File: config.mk
export PLATFORM = sky130hd
export DESIGN_NAME = state_decode
export DESIGN_NICKNAME = d
export VERILOG_FILES = /design/src/rtl/state_decode.sv
export SDC_FILE = /design/constraint.sdc
export NUM_CORES = 1
export LEC_CHECK = 0
export BUFFER_PORTS_ARGS = -buffer_cell sky130_fd_sc_hd__buf_2
export CELL_PAD_IN_SITES_DETAIL_PLACEMENT = 1
export CELL_PAD_IN_SITES_GLOBAL_PLACEMENT = 2
export CORE_MARGIN = 8
export CORE_UTILIZATION = 34
export CTS_BUF_LIST = sky130_fd_sc_hd__clkbuf_8
export CTS_CLUSTER_DIAMETER = 40
export DETAILED_ROUTE_END_ITERATION = 10
export HOLD_SLACK_MARGIN = 0.12
export PLACE_DENSITY = 0.9
export SLEW_MARGIN = 10
export SYNTH_ARGS = -nofsm -noshare
export SYNTH_HDL_FRONTEND = slang
export SYNTH_SLANG_ARGS = --single-unit
File: constraint.sdc
create_clock -name clk -period 1.9 [get_ports clk]
set_input_delay 0.095 -clock clk [delete_from_list [all_inputs] [get_ports clk]]
set_output_delay 0.095 -clock clk [all_outputs]
set_load 0.01 [all_outputs]
File: src/rtl/state_decode.sv
// Receive-side decoder for the traffic sequencer state bus.
// Recovers the sequencer mode bit, reports lock and counts illegal steps.
module state_decode #(
    parameter int LOCK_CNT = 2
) (
    input  logic       clk,
    input  logic       CR,
    input  logic       tick,
    input  logic [2:0] data_in,
    output logic       M_out,
    output logic       locked,
    output logic       mode_chg,
    output logic       err,
    output logic [7:0] err_cnt,
    output logic [2:0] cur_state
);

    localparam logic [1:0] IDLE  = 2'd0;
    localparam logic [1:0] TRACK = 2'd1;
    localparam logic [1:0] LOCK  = 2'd2;

    logic [1:0] state;
    logic [3:0] cnt;
    logic       cand;

    logic [2:0] fn;
    logic [2:0] rn;
    logic       hit_f;
    logic       hit_r;
    logic       resync;
    logic       illegal;
    logic       uni;
    logic       dir;
    logic [3:0] cnt_nx;

    // Expected successors of the previous sample in each direction
    always_comb begin
        fn = 3'b000;
        rn = 3'b000;
        unique case (cur_state)
            3'b000: begin fn = 3'b110; rn = 3'b110; end
            3'b001: begin fn = 3'b011; rn = 3'b101; end
            3'b010: begin fn = 3'b110; rn = 3'b011; end
            3'b011: begin fn = 3'b010; rn = 3'b001; end
            3'b100: begin fn = 3'b101; rn = 3'b110; end
            3'b101: begin fn = 3'b001; rn = 3'b100; end
            3'b110: begin fn = 3'b100; rn = 3'b010; end
            3'b111: begin fn = 3'b000; rn = 3'b000; end
        endcase
    end

    assign hit_f   = (data_in == fn);
    assign hit_r   = (data_in == rn);
    assign resync  = (data_in == 3'b111);
    assign illegal = !resync && !hit_f && !hit_r;
    assign uni     = !resync && (hit_f ^ hit_r);
    assign dir     = hit_f;
    assign cnt_nx  = (dir == cand) ? cnt + 4'd1 : 4'd1;

    always_ff @(posedge clk or negedge CR) begin
        if (!CR) begin
            state     <= IDLE;
            cnt       <= 4'd0;
            cand      <= 1'b0;
            M_out     <= 1'b0;
            locked    <= 1'b0;
            mode_chg  <= 1'b0;
            err       <= 1'b0;
            err_cnt   <= 8'd0;
            cur_state <= 3'b111;
        end else begin
            mode_chg <= 1'b0;
            err      <= 1'b0;
            if (tick) begin
                cur_state <= data_in;
                if (state == IDLE) begin
                    state <= TRACK;
                end else if (resync) begin
                    state  <= TRACK;
                    cnt    <= 4'd0;
                    locked <= 1'b0;
                end else if (illegal) begin
                    state  <= TRACK;
                    cnt    <= 4'd0;
                    locked <= 1'b0;
                    err    <= 1'b1;
                    if (err_cnt != 8'hff)
                        err_cnt <= err_cnt + 8'd1;
                end else if (uni) begin
                    if (state == LOCK) begin
                        if (dir != M_out) begin
                            M_out    <= dir;
                            mode_chg <= 1'b1;
                            cand     <= dir;
                        end
                    end else begin
                        cand <= dir;
                        cnt  <= cnt_nx;
                        if (cnt_nx >= 4'(LOCK_CNT)) begin
                            state  <= LOCK;
                            locked <= 1'b1;
                            M_out  <= dir;
                        end
                    end
                end
            end
        end
    end

endmodule

[Yosys cells after proc, flatten, opt, wreduce, memory -nomap -nowiden]
Memory sizes are Yosys's and may differ from the RTL's.
Index checks and enable logic that the tools add are counted.
Operators by class
  muxes and demuxes: 31
  order comparisons: 1
  reductions and logical operators: 18
  add/sub/neg operators: 2
  bitwise operators: 4
  equal/unequal tests: 10
Operator list (count)
  $mux 1: 20
  $mux 4: 5
  $mux 2: 6
  $reduce_and 5->1: 2
  $add 8x1->8 const B: 1
  $ne 8x8->1 const B: 1
  $reduce_and 4->1: 2
  $reduce_bool 4->1: 2
  $reduce_and 7->1: 1
  $eq 3x3->1: 2
  $reduce_and 6->1: 1
  $reduce_bool 3->1: 2
  $add 4x1->4 const B: 1
  $ge 4x2->1 const B: 1
  $ne 4x4->1 const B: 1
  $eq 3x3->1 const B: 1
  $logic_and 1x1->1: 3
  $logic_not 1->1: 3
  $ne 3x3->1 const B: 1
  $not 1->1: 3
  $eq 2x2->1 const B: 1
  $logic_not 2->1: 1
  $ne 2x1->1 const B: 1
  $reduce_bool 2->1: 1
  other kinds (3): 3
Storage, ports and cells
  register bits after elaboration: 22
  memories: 1
  ROM bits: 48
Memories
  (name not given): depth 8, bits a word 6, read ports 1, clocked after memory_dff 0, wr ports 0, line 40  | unique case (cur_state)

[Depth between registers and ports, before layout]
Gate-level depths: netlist (run 1).
An unclocked memory read counts as a cell.
  word-level depth: 11
  depth in mapped cells: 7

[Worst setup path after synthesis (run 1)]
No wires, ideal clock.
  kind: register to register
  start: reg cur_state[1]
  end: reg err_cnt[1]
  cell stages (with the launch flop): 7
  setup time: 0.125 ns
  buffers on the path: 1
  setup slack: -0.188 ns
  arrival: 1.964 ns
  path through: dfstp_2 buf_4 and4bb_4 a31oi_4 o2111ai_4 nor3_4 mux2_2
On the way
  longest elaborated chain between the ends: 6
  elaborated cells on any way between the ends: 8
RTL lines
  from (decl): line 15  | output logic [2:0] cur_state
  from (signal assigned): line 75  | cur_state <= data_in;
  $mem_v2 8x6 (*)
  $eq 3x3->1: line 52  | assign hit_f = (data_in == fn);
  $logic_not 1->1: line 55  | assign illegal = !resync && !hit_f && !hit_r;
  $logic_and 1x1->1: line 55
  $logic_and 1x1->1 (*): line 55
  $reduce_and 5->1 (no source line) (*)
  to (signal assigned): line 88  | err_cnt <= err_cnt + 8'd1;
  to (decl): line 14  | output logic [7:0] err_cnt,
Mark *: on every way between the ends. The rest lies on a longest branch, timed or not.
A chain may end at the register's enable or synchronous reset.

[Final worst setup path (run 1)]
  start: reg cur_state[0]
  end: reg M_out
On the way
  longest elaborated chain between the ends: 7
  elaborated cells on any way between the ends: 20
RTL lines
  $mem_v2 8x6 (*)
  $eq 3x3->1: line 52
  $eq 1x1->1 / $logic_not 1->1 (equally long branches): line 58, 55
  $mux 4 / $logic_and 1x1->1 (equally long branches): line 58, 55
  $ge 4x2->1 / $logic_and 1x1->1 (equally long branches): line 99, 55
  $reduce_bool 2->1 (no source line) / $not 1->1 (equally long branches)
  $reduce_and 7->1 (no source line)
  to (signal assigned): line 92  | M_out <= dir;
  to (signal assigned): line 102  | M_out <= dir;
  to (decl): line 10  | output logic M_out,
Mark *: on every way between the ends. The rest lies on a longest branch, timed or not. The select of a mux whose other input is x is not followed.

==> results of run 1 <==
-- layer usage --
| layer | global-route usage [%] | vias up | wire length [um] |
|---|---|---|---|
| met5 | 0 | - | 0 |
| met4 | 4.46 | 0 | 48 |
| li1 | - | 576 | - |
| met2 | 25.7 | 19 | 2190 |
| met1 | 15.3 | 615 | 1760 |
| met3 | 2.87 | 4 | 128 |
-- cell usage after synthesis, types with 2 or more instances --
library cell,number,area (sq um)
or2_2,2,12.5
nand3_1,7,35.0
nand2b_1,2,12.5
mux2_2,5,56.3
and3_1,3,18.8
or2_1,2,12.5
nand4bb_1,3,33.8
o211ai_1,2,15.0
buf_2,2,10.0
o22ai_1,2,12.5
nor2b_1,2,12.5
inv_1,6,22.5
dfrtp_1,19,475
o21ai_0,4,20.0
ha_1,2,25.0
xor2_1,3,26.3
nand2_1,12,45.0
o22a_1,2,17.5
dfstp_2,3,78.8
o21ai_1,2,10.0
nor3_1,4,20.0
a21o_1,2,15.0
xnor2_1,7,61.3
nor2_1,7,26.3
a21oi_1,5,25.0
-- how the worst max path moves through the flow --
stage	endpoint	depth (start not counted)
5_1_grt	err_cnt[7]	7
3_3_place_gp	cnt[3]	6
3_5_place_dp	cnt[3]	6
4_1_cts	M_out	6
6_report	M_out	6
2_1_floorplan	err_cnt[1]	6
-- where the power goes --
group	leakage (nW)	internal, mW	switching (mW)	total, mW
Clock	0.0357	0.282	0.174	0.456
Combinational	0.517	0.297	0.295	0.592
Sequential	0.269	0.564	0.117	0.681
Total	0.821	1.14	0.585	1.73
-- logic make-up after synthesis --
group	after synthesis
AOI/OAI and AO/OA	33
muxes	5
DFF	22
and+or+nand+nor	55
buffers and inverters	11
xor gates and xnor gates	11
adders and majority gates	2
-- metrics by stage --
step | util (%) | total power, mW | worst slack (ns) | cells
2_1_floorplan | - | 1.00 | -0.0513 | 139
3_3_place_gp | 41.5 | 1.18 | -0.0517 | 216
3_5_place_dp | 41.5 | 1.22 | -0.138 | 216
4_1_cts | 46.1 | 1.72 | -0.0752 | 224
5_1_grt | 47.4 | 1.82 | -0.210 | 225
6_report | 47.4 | 1.73 | -0.0887 | 225
-- layout make-up --
cell class              count  area, sq um
multi-input cells         106          962
flip-flops and latches     22          554
fillers                   461         2120
clock buffers               3         41.3
inverters                   6         22.5
repair buffers             37          235
clock inverters             1         30.0
well taps                  50         62.6
-- state kept, by name, summed over array words and instances, names as in the netlist --
| register | count |
|---|---|
| err | 1 |
| state | 2 |
| locked | 1 |
| M_out | 1 |
| cur_state | 3 |
| cand | 1 |
| mode_chg | 1 |
| cnt | 4 |
| err_cnt | 8 |
-- repair_timing --
action	4_1_cts	5_1_grt
hold buffers	1	0
resized for setup	15	9
pin swaps	3	7
endpoints found under the hold margin	19	0
cloned	0	0
setup endpoints to repair	15	17
buffers inserted	3	1
==> flow_summary.ini, run 1 <==
[min_path]
hp-class = input port to register
hold-path-endpoint = cur_state[2]
worstHoldPathCells = 2
min_from = tick

[global_routing]
grt_pass1_wl_um = 6980
grt_usage_pct = 13.9
grt_pass1_vias = 1404
gr-total-overflow = 0
antenna_found_initial = 0
grt_max_degree = 23

[pwr]
p_per_area_nw_per_um2 = 906
peakVddDrop_uv = 530
cellLeakagePower_nw = 0.821

[yosys]
synth_flop_cell = dfrtp_1
synth_warnings = 0
synth_top_family_by_area = simple AND/OR/NAND/NOR gates
synth_fa_ha_area_share_pct = 1.74
seq_area_frac_synth_pct = 38.6
synthArstFlopShare_pct = 100
synth.cell_area_sq_um = 1440
synth_edf_count = 0
synthCells = 139
synth-simple-area-share_pct = 25.3
synth_mux_area_share_pct = 3.92
synth_cell_types = 54
synth-xor-area-share_pct = 7.24
synth-compound-area-share_pct = 19.4
syn_nets = 147
avgSynthCellArea_sq_um = 10.3
ys_ff_latch = 22

[critical_path]
reg2regPathDepth = 6
cp-startpoint = cur_state[0]
required_ns = 2.09
slowest_stage = dfstp_2
crit_chain = nand4bb_4, o22ai_2, or3_4, a21o_1, a211o_1, o211ai_1
cp.arrival_ns = 2.18
end_kind = register
r2r-start = cur_state[0]
critPathKind = register to register
max_stage_delay_ns = 0.61
reg2reg_slack_ns = -0.09
crit_buf_inv = 0
r2r-end = M_out
critPathLaunchType = register
crit_fanout = 6
crit_family = simple AND/OR/NAND/NOR gates

[final_layout]
nets = 184
antenna_cells = 0
area_growth_syn_to_layout_pct = 33.0
drive_gt1_share_pct = 46.3
final_cell_mix = 21 x buf_2, 19 x dfrtp_1, 13 x buf_4
fin_area_sq_um = 1910
final_common_cell = buf_2

[placed_design]
gp_congestion = 0.828
hpwl_um = 2900
io_buffers = 20
dpl_cell_area_sq_um = 1670

[sta]
hold_slack_ns = 0.222
clock-skew-final_ns = 0.00637
relSlewSlack_pct = 65.6
setup_viol = 12
rsz0062_at_grt = yes
post-route-period-util_pct = 105
finalMaxSlewViolations = 0
final_hold_viol_count = 0
setup_tns_ns = -0.732
tightest_slew_ns = 0.511
period_minus_slack_ns = 1.99
fin_ws_ns = -0.0887
fmax_mhz = 503

[cts]
cts_tree = done
clk_pin_slew_ns = 0.08
cts_buffers = 3
ctsHtreeMaxLevel = 1
cts_buffer_depth = 2
insertion_delay_ns = 0.27
root_buffer = clkbuf_8
cts_sinks = 22

[run]
drv_cap = 0

[detailed_routing]
wirelength_um = 4120
wl_per_cell_um = 18.3
drtIter0Drc = 52
viasPerCell = 5.40
route.detailed.drc = 0
ant_nets = 0
drt_first_pass_iters = 4
num_vias = 1214

[floorplanning]
core_area_sq_um = 4030
start_util_pct = 35.6
die_area_sq_um = 6560
rows = 23
die_y_um = 81.0
io_pins = 21
die_width_um = 81.0

[outcome]
violations = setup timing
status = complete, but fails checks
Note: power is estimated with default switching activity, not from simulation.
==> run 2, diff against run 1 <==
--- a/config.mk
+++ b/config.mk
@@ -5,10 +5,10 @@
 export SDC_FILE = /design/constraint.sdc
 export NUM_CORES = 1
 export LEC_CHECK = 0
-export BUFFER_PORTS_ARGS = -buffer_cell sky130_fd_sc_hd__buf_2
+export BUFFER_PORTS_ARGS = -buffer_cell sky130_fd_sc_hd__clkbuf_2
 export CELL_PAD_IN_SITES_DETAIL_PLACEMENT = 1
 export CELL_PAD_IN_SITES_GLOBAL_PLACEMENT = 2
-export CORE_MARGIN = 8
+export CORE_MARGIN = 4
 export CORE_UTILIZATION = 34
 export CTS_BUF_LIST = sky130_fd_sc_hd__clkbuf_8
 export CTS_CLUSTER_DIAMETER = 40
==> flow_summary.ini, run 2 (synthesis gave the netlist of run 1 again) <==
[outcome]
status = complete, but fails checks
violations = setup timing

[cts]
clk_pin_slew_ns = 0.09
insertion_delay_ns = 0.27
cts_tree = done
cts_buffers = 3
cts_sinks = 22
root_buffer = clkbuf_8
cts_buffer_depth = 2
ctsHtreeMaxLevel = 1

[sta]
setup_viol = 8
rsz0062_at_grt = yes
post-route-period-util_pct = 104
fmax_mhz = 505
clock-skew-final_ns = 0.00615
relSlewSlack_pct = 62.1
period_minus_slack_ns = 1.98
tightest_slew_ns = 0.569
final_hold_viol_count = 0
fin_ws_ns = -0.0808
finalMaxSlewViolations = 0
setup_tns_ns = -0.277

[min_path]
hp-class = input port to register
worstHoldPathCells = 2

[critical_path]
critPathLaunchType = register
reg2reg_slack_ns = -0.08
slowest_stage = dfstp_2
endpoint = state[0]
max_stage_delay_ns = 0.57
crit_fanout = 4
cp-startpoint = cur_state[1]
end_kind = register
r2r-start = cur_state[1]
reg2regPathDepth = 7
cp.arrival_ns = 2.15
required_ns = 2.07
r2r-end = state[0]
crit_chain = buf_6, xnor2_4, o22ai_2, or3_4, a211oi_4, nand3_2, nor2b_4
critPathKind = register to register

[final_layout]
nets = 189
regMostFlops = err_cnt
final_cell_mix = 20 x clkbuf_2, 19 x dfrtp_1, 18 x buf_4
area_growth_syn_to_layout_pct = 35.4
final_common_cell = clkbuf_2
antenna_cells = 0
fin_area_sq_um = 1940
reg.largest.list = err_cnt: 8 flops, cnt: 4 flops, cur_state: 3 flops
drive_gt1_share_pct = 44.4
largest_reg_flops = 8
fin_cells = 230

[pwr]
fin_total_pwr_mw = 1.73
peakVddDrop_uv = 463
p_per_area_nw_per_um2 = 890
cellLeakagePower_nw = 0.843

[placed_design]
gp_congestion = 0.791
dpl_cell_area_sq_um = 1650
dp_cells = 213
dpl_worst_slack_ns = -0.0962
hpwl_um = 2610
io_buffers = 20

[floorplanning]
die_area_sq_um = 5320
rows = 23
io_pins = 21
die_y_um = 73.0
start_util_pct = 35.6
die_width_um = 73.0
core_area_sq_um = 4030

[detailed_routing]
drt_first_pass_iters = 4
ant_nets = 0
drtIter0Drc = 28
wl_per_cell_um = 16.2
viasPerCell = 5.28
route.detailed.drc = 0
wirelength_um = 3720
num_vias = 1215

[global_routing]
grt_usage_pct = 15.6
grt_max_degree = 23
grt_pass1_vias = 1302
grt_pass1_wl_um = 6340
antenna_found_initial = 0
gr-total-overflow = 0

[run]
drv_cap = 0
## run 2: cell count changes in the layout (fill, tap and decap cells not counted), moves of 2 or more
cell,delta
or2_1,+2
xnor2_2,-2
buf_2,-21
nor3_2,-2
buf_4,+5
nor3_1,+2
clkbuf_2,+20
or2_4,-2
## run 2: report_power, final
part           switching, mW  leakage (nW)  internal [mW]
Combinational          0.286         0.539          0.301
Sequential             0.126         0.269          0.564
Clock                  0.171        0.0357          0.282
## run 2: worst min path at each step
| stage | to | slack (ns) | from |
|---|---|---|---|
| 3_5_place_dp | M_out | 0.12 | CR |
| 4_1_cts | cur_state[1] | 0.24 | tick |
| 3_3_place_gp | cand | 0.12 | CR |
| 2_1_floorplan | M_out | -0.20 | CR |
| 5_1_grt | cur_state[1] | 0.27 | data_in[1] |
| 6_report | cur_state[1] | 0.26 | data_in[1] |
## run 2: layout make-up
| type | count | area [sq um] |
|---|---|---|
| clock inverters | 1 | 30.0 |
| fillers | 465 | 2090 |
| inverters | 6 | 22.5 |
| clock buffers | 3 | 41.3 |
| flip-flops and latches | 22 | 554 |
| well taps | 50 | 62.6 |
| repair buffers | 42 | 279 |
| multi-input cells | 106 | 953 |
## run 2: worst max-delay path: cells and delay by family (launching register included)
family | cells | cell delay, ns
DFF | 1 | 0.57
AOI/OAI and AO/OA | 2 | 0.37
buffers and inverters | 1 | 0.11
xor gates and xnor gates | 1 | 0.13
and+or+nand+nor | 3 | 0.68
## run 2: layer usage
layer / wire length [um] / vias up / GRT usage [%]
met5: 0 / - / 0
met4: 61 / 0 / 5.74
met3: 121 / 6 / 3.58
met2: 1920 / 19 / 27.0
met1: 1620 / 601 / 18.8
li1: - / 589 / -
## run 2: through the flow
step / util [%] / hold slack, ns
3_3_place_gp: 40.9 / 0.116
6_report: 48.2 / 0.256
2_1_floorplan: - / -0.201
3_5_place_dp: 40.9 / 0.118
4_1_cts: 46.2 / 0.237
5_1_grt: 48.2 / 0.267
## run 2: what timing repair did
item                                    4_1_cts  5_1_grt
hold buffers                                  1        0
pin swaps                                    10        7
endpoints found under the setup margin       14       18
setup buffers                                 9        3
gates resized for setup                      11        9
gates cloned                                  0        0
endpoints found under the hold margin        19        0
==> run 3, diff against run 2 <==
--- a/config.mk
+++ b/config.mk
@@ -5,16 +5,17 @@
 export SDC_FILE = /design/constraint.sdc
 export NUM_CORES = 1
 export LEC_CHECK = 0
+export ABC_AREA = 1
 export BUFFER_PORTS_ARGS = -buffer_cell sky130_fd_sc_hd__clkbuf_2
 export CELL_PAD_IN_SITES_DETAIL_PLACEMENT = 1
 export CELL_PAD_IN_SITES_GLOBAL_PLACEMENT = 2
-export CORE_MARGIN = 4
-export CORE_UTILIZATION = 34
+export CORE_MARGIN = 2
+export CORE_UTILIZATION = 30
 export CTS_BUF_LIST = sky130_fd_sc_hd__clkbuf_8
 export CTS_CLUSTER_DIAMETER = 40
 export DETAILED_ROUTE_END_ITERATION = 10
 export HOLD_SLACK_MARGIN = 0.12
-export PLACE_DENSITY = 0.9
+export PLACE_DENSITY = 0.89
 export SLEW_MARGIN = 10
 export SYNTH_ARGS = -nofsm -noshare
 export SYNTH_HDL_FRONTEND = slang
==> flow_summary.ini, run 3 <==
[yosys]
synth_top_area_share_pct = 35.2
yosys.area.top_type = dfrtp_1
synth_area_leaders = dfrtp_1 35%, nand2_1 17%, nand3_1 6.7%, dfstp_2 5.8%, inv_1 4.2%
synth_edf_count = 0
synthArstFlopShare_pct = 100
avgSynthCellArea_sq_um = 7.63
synth_warnings = 0
yosysMostFrequentCell = nand2_1
synth_flop_cell = dfrtp_1
synth_commonest_cells = 60 x nand2_1, 19 x dfrtp_1, 18 x nand3_1
synth_cell_types = 28
ys_ff_latch = 22
seq_area_frac_synth_pct = 41.0
synthCells = 177
synth.cell_area_sq_um = 1350
syn_nets = 185

[floorplanning]
rows = 24
die_width_um = 71.1
start_util_pct = 31.0
core_area_sq_um = 4350
die_area_sq_um = 5060
die_y_um = 71.1
io_pins = 21

[cts]
cts_buffers = 3
ctsHtreeMaxLevel = 1
cts_sinks = 22
insertion_delay_ns = 0.27
cts_tree = done
cts_buffer_depth = 2
clk_pin_slew_ns = 0.09
root_buffer = clkbuf_8

[placed_design]
gp_congestion = 0.825
io_buffers = 20
hpwl_um = 2500
dpl_worst_slack_ns = 0.146

[global_routing]
grt_max_degree = 23
grt_pass1_wl_um = 5590
grt_usage_pct = 14.0
grt_pass1_vias = 1212
antenna_found_initial = 0
gr-total-overflow = 0

[sta]
period_minus_slack_ns = 1.79
tightest_slew_ns = 0.582
final_hold_viol_count = 0
clock-skew-final_ns = 0.00827
setup_viol = 0
fin_ws_ns = 0.114
relSlewSlack_pct = 61.2
post-route-period-util_pct = 94.0
fmax_mhz = 560
finalMaxSlewViolations = 0
setup_tns_ns = 0

[pwr]
internal-power_uw = 988
clockPowerShare_pct = 21.4
pwr-share-seq_pct = 42.5
combPwrFrac_pct = 36.1
cellLeakagePower_nw = 0.847
p_per_area_nw_per_um2 = 980
peakVddDrop_uv = 450
swShare_pct = 38.7
fin_total_pwr_mw = 1.61
switchingPower_uw = 624

[critical_path]
r2r-end = err_cnt[2]
required_ns = 2.06
crit_fanout = 7
reg2regPathDepth = 10
critPathKind = register to register
end_kind = register
reg2reg_slack_ns = 0.11
critPathLaunchType = register
cp.arrival_ns = 1.95
r2r-start = cur_state[1]

[final_layout]
final_util_pct = 37.8
area_growth_syn_to_layout_pct = 21.8
largest_reg_flops = 8
nets = 216
antenna_cells = 0
reg.largest.list = err_cnt: 8 flops, cnt: 4 flops, cur_state: 3 flops
regMostFlops = err_cnt
final_common_cell = nand2_1
final_cell_mix = 59 x nand2_1, 20 x clkbuf_2, 19 x dfrtp_1
drive_gt1_share_pct = 26.6

[detailed_routing]
viasPerCell = 4.78
drtIter0Drc = 39
route.detailed.drc = 0
wirelength_um = 3310
num_vias = 1237
ant_nets = 0
wl_per_cell_um = 12.8
drt_first_pass_iters = 4

[min_path]
worstHoldPathCells = 2
min_from = tick
hp-class = input port to register
hold-path-endpoint = cur_state[1]

[run]
drv_cap = 0

[outcome]
status = finished, final reports clean
==> run 3: final cells by class <==
type / count / area [sq um]
Inverter: 24 / 95.1
Tap cell: 52 / 65.1
Clock buffer: 4 / 55.1
Fill cell: 558 / 2710
Timing Repair Buffer: 26 / 155
Multi-Input combinational cell: 131 / 721
Sequential cell: 22 / 554
==> run 3: how the worst max path moves through the flow <==
stage	startpoint	end	slack, ns
5_1_grt	cur_state[1]	err_cnt[6]	-0.01
4_1_cts	cur_state[0]	locked	0.12
3_5_place_dp	cur_state[0]	locked	0.15
6_report	cur_state[1]	err_cnt[2]	0.11
2_1_floorplan	cur_state[0]	M_out	0.30
3_3_place_gp	cur_state[0]	cnt[0]	0.20
==> run 3: metal layers <==
layer	up-vias	routed length (um)	global-route usage, %
met5	-	0	0
met4	0	25	3.98
met3	4	113	3.56
met2	24	1520	22.4
met1	586	1650	18.7
li1	623	-	-
==> run 3: cells by family (layout without fill, tap and decap cells) <==
family          count (synthesis)  after routing  share of synthesized area (%)
fa+ha+maj                       2              2                           1.85
buf+inv                        25             54                           7.41
simple gates                  104            105                           37.2
flops                          22             22                           41.0
compound gates                 17             17                           7.96
xor+xnor                        7              7                           4.54
==> run 3: metrics by stage <==
stage               cell area [sq um]  std cells  hold slack, ns
detailed placement               1510        248           0.133
global route                     1650        259           0.170
floorplan                        1350        177          -0.201
global placement                 1510        248           0.125
CTS                              1610        256           0.149
finish                           1650        259           0.155
==> run 3: critical path, cell delays in order (launching register included) <==
cell     delay [ns]
dfstp_2        0.57
inv_2          0.06
nand3_1        0.09
nand2_2        0.09
nand2_4        0.12
nand2_4        0.11
nor3_4         0.25
buf_4          0.16
nand2_2        0.08
nand2_1        0.07
o21ai_1        0.06
==> run 3: timing repair <==
action                                  CTS  global route
endpoints found under the setup margin    0             4
buffers inserted                          0             2
hold endpoints to repair                 22             0
hold buffers                              4             0
gates resized for setup                   0             4
==> run 3: power groups by stage <==
stage	Combinational (mW)	Sequential (mW)	Clock, mW
floorplan	0.353	0.707	0
global placement	0.547	0.694	0
detailed placement	0.560	0.695	0
CTS	0.570	0.685	0.361
global route	0.660	0.702	0.380
finish	0.582	0.685	0.345
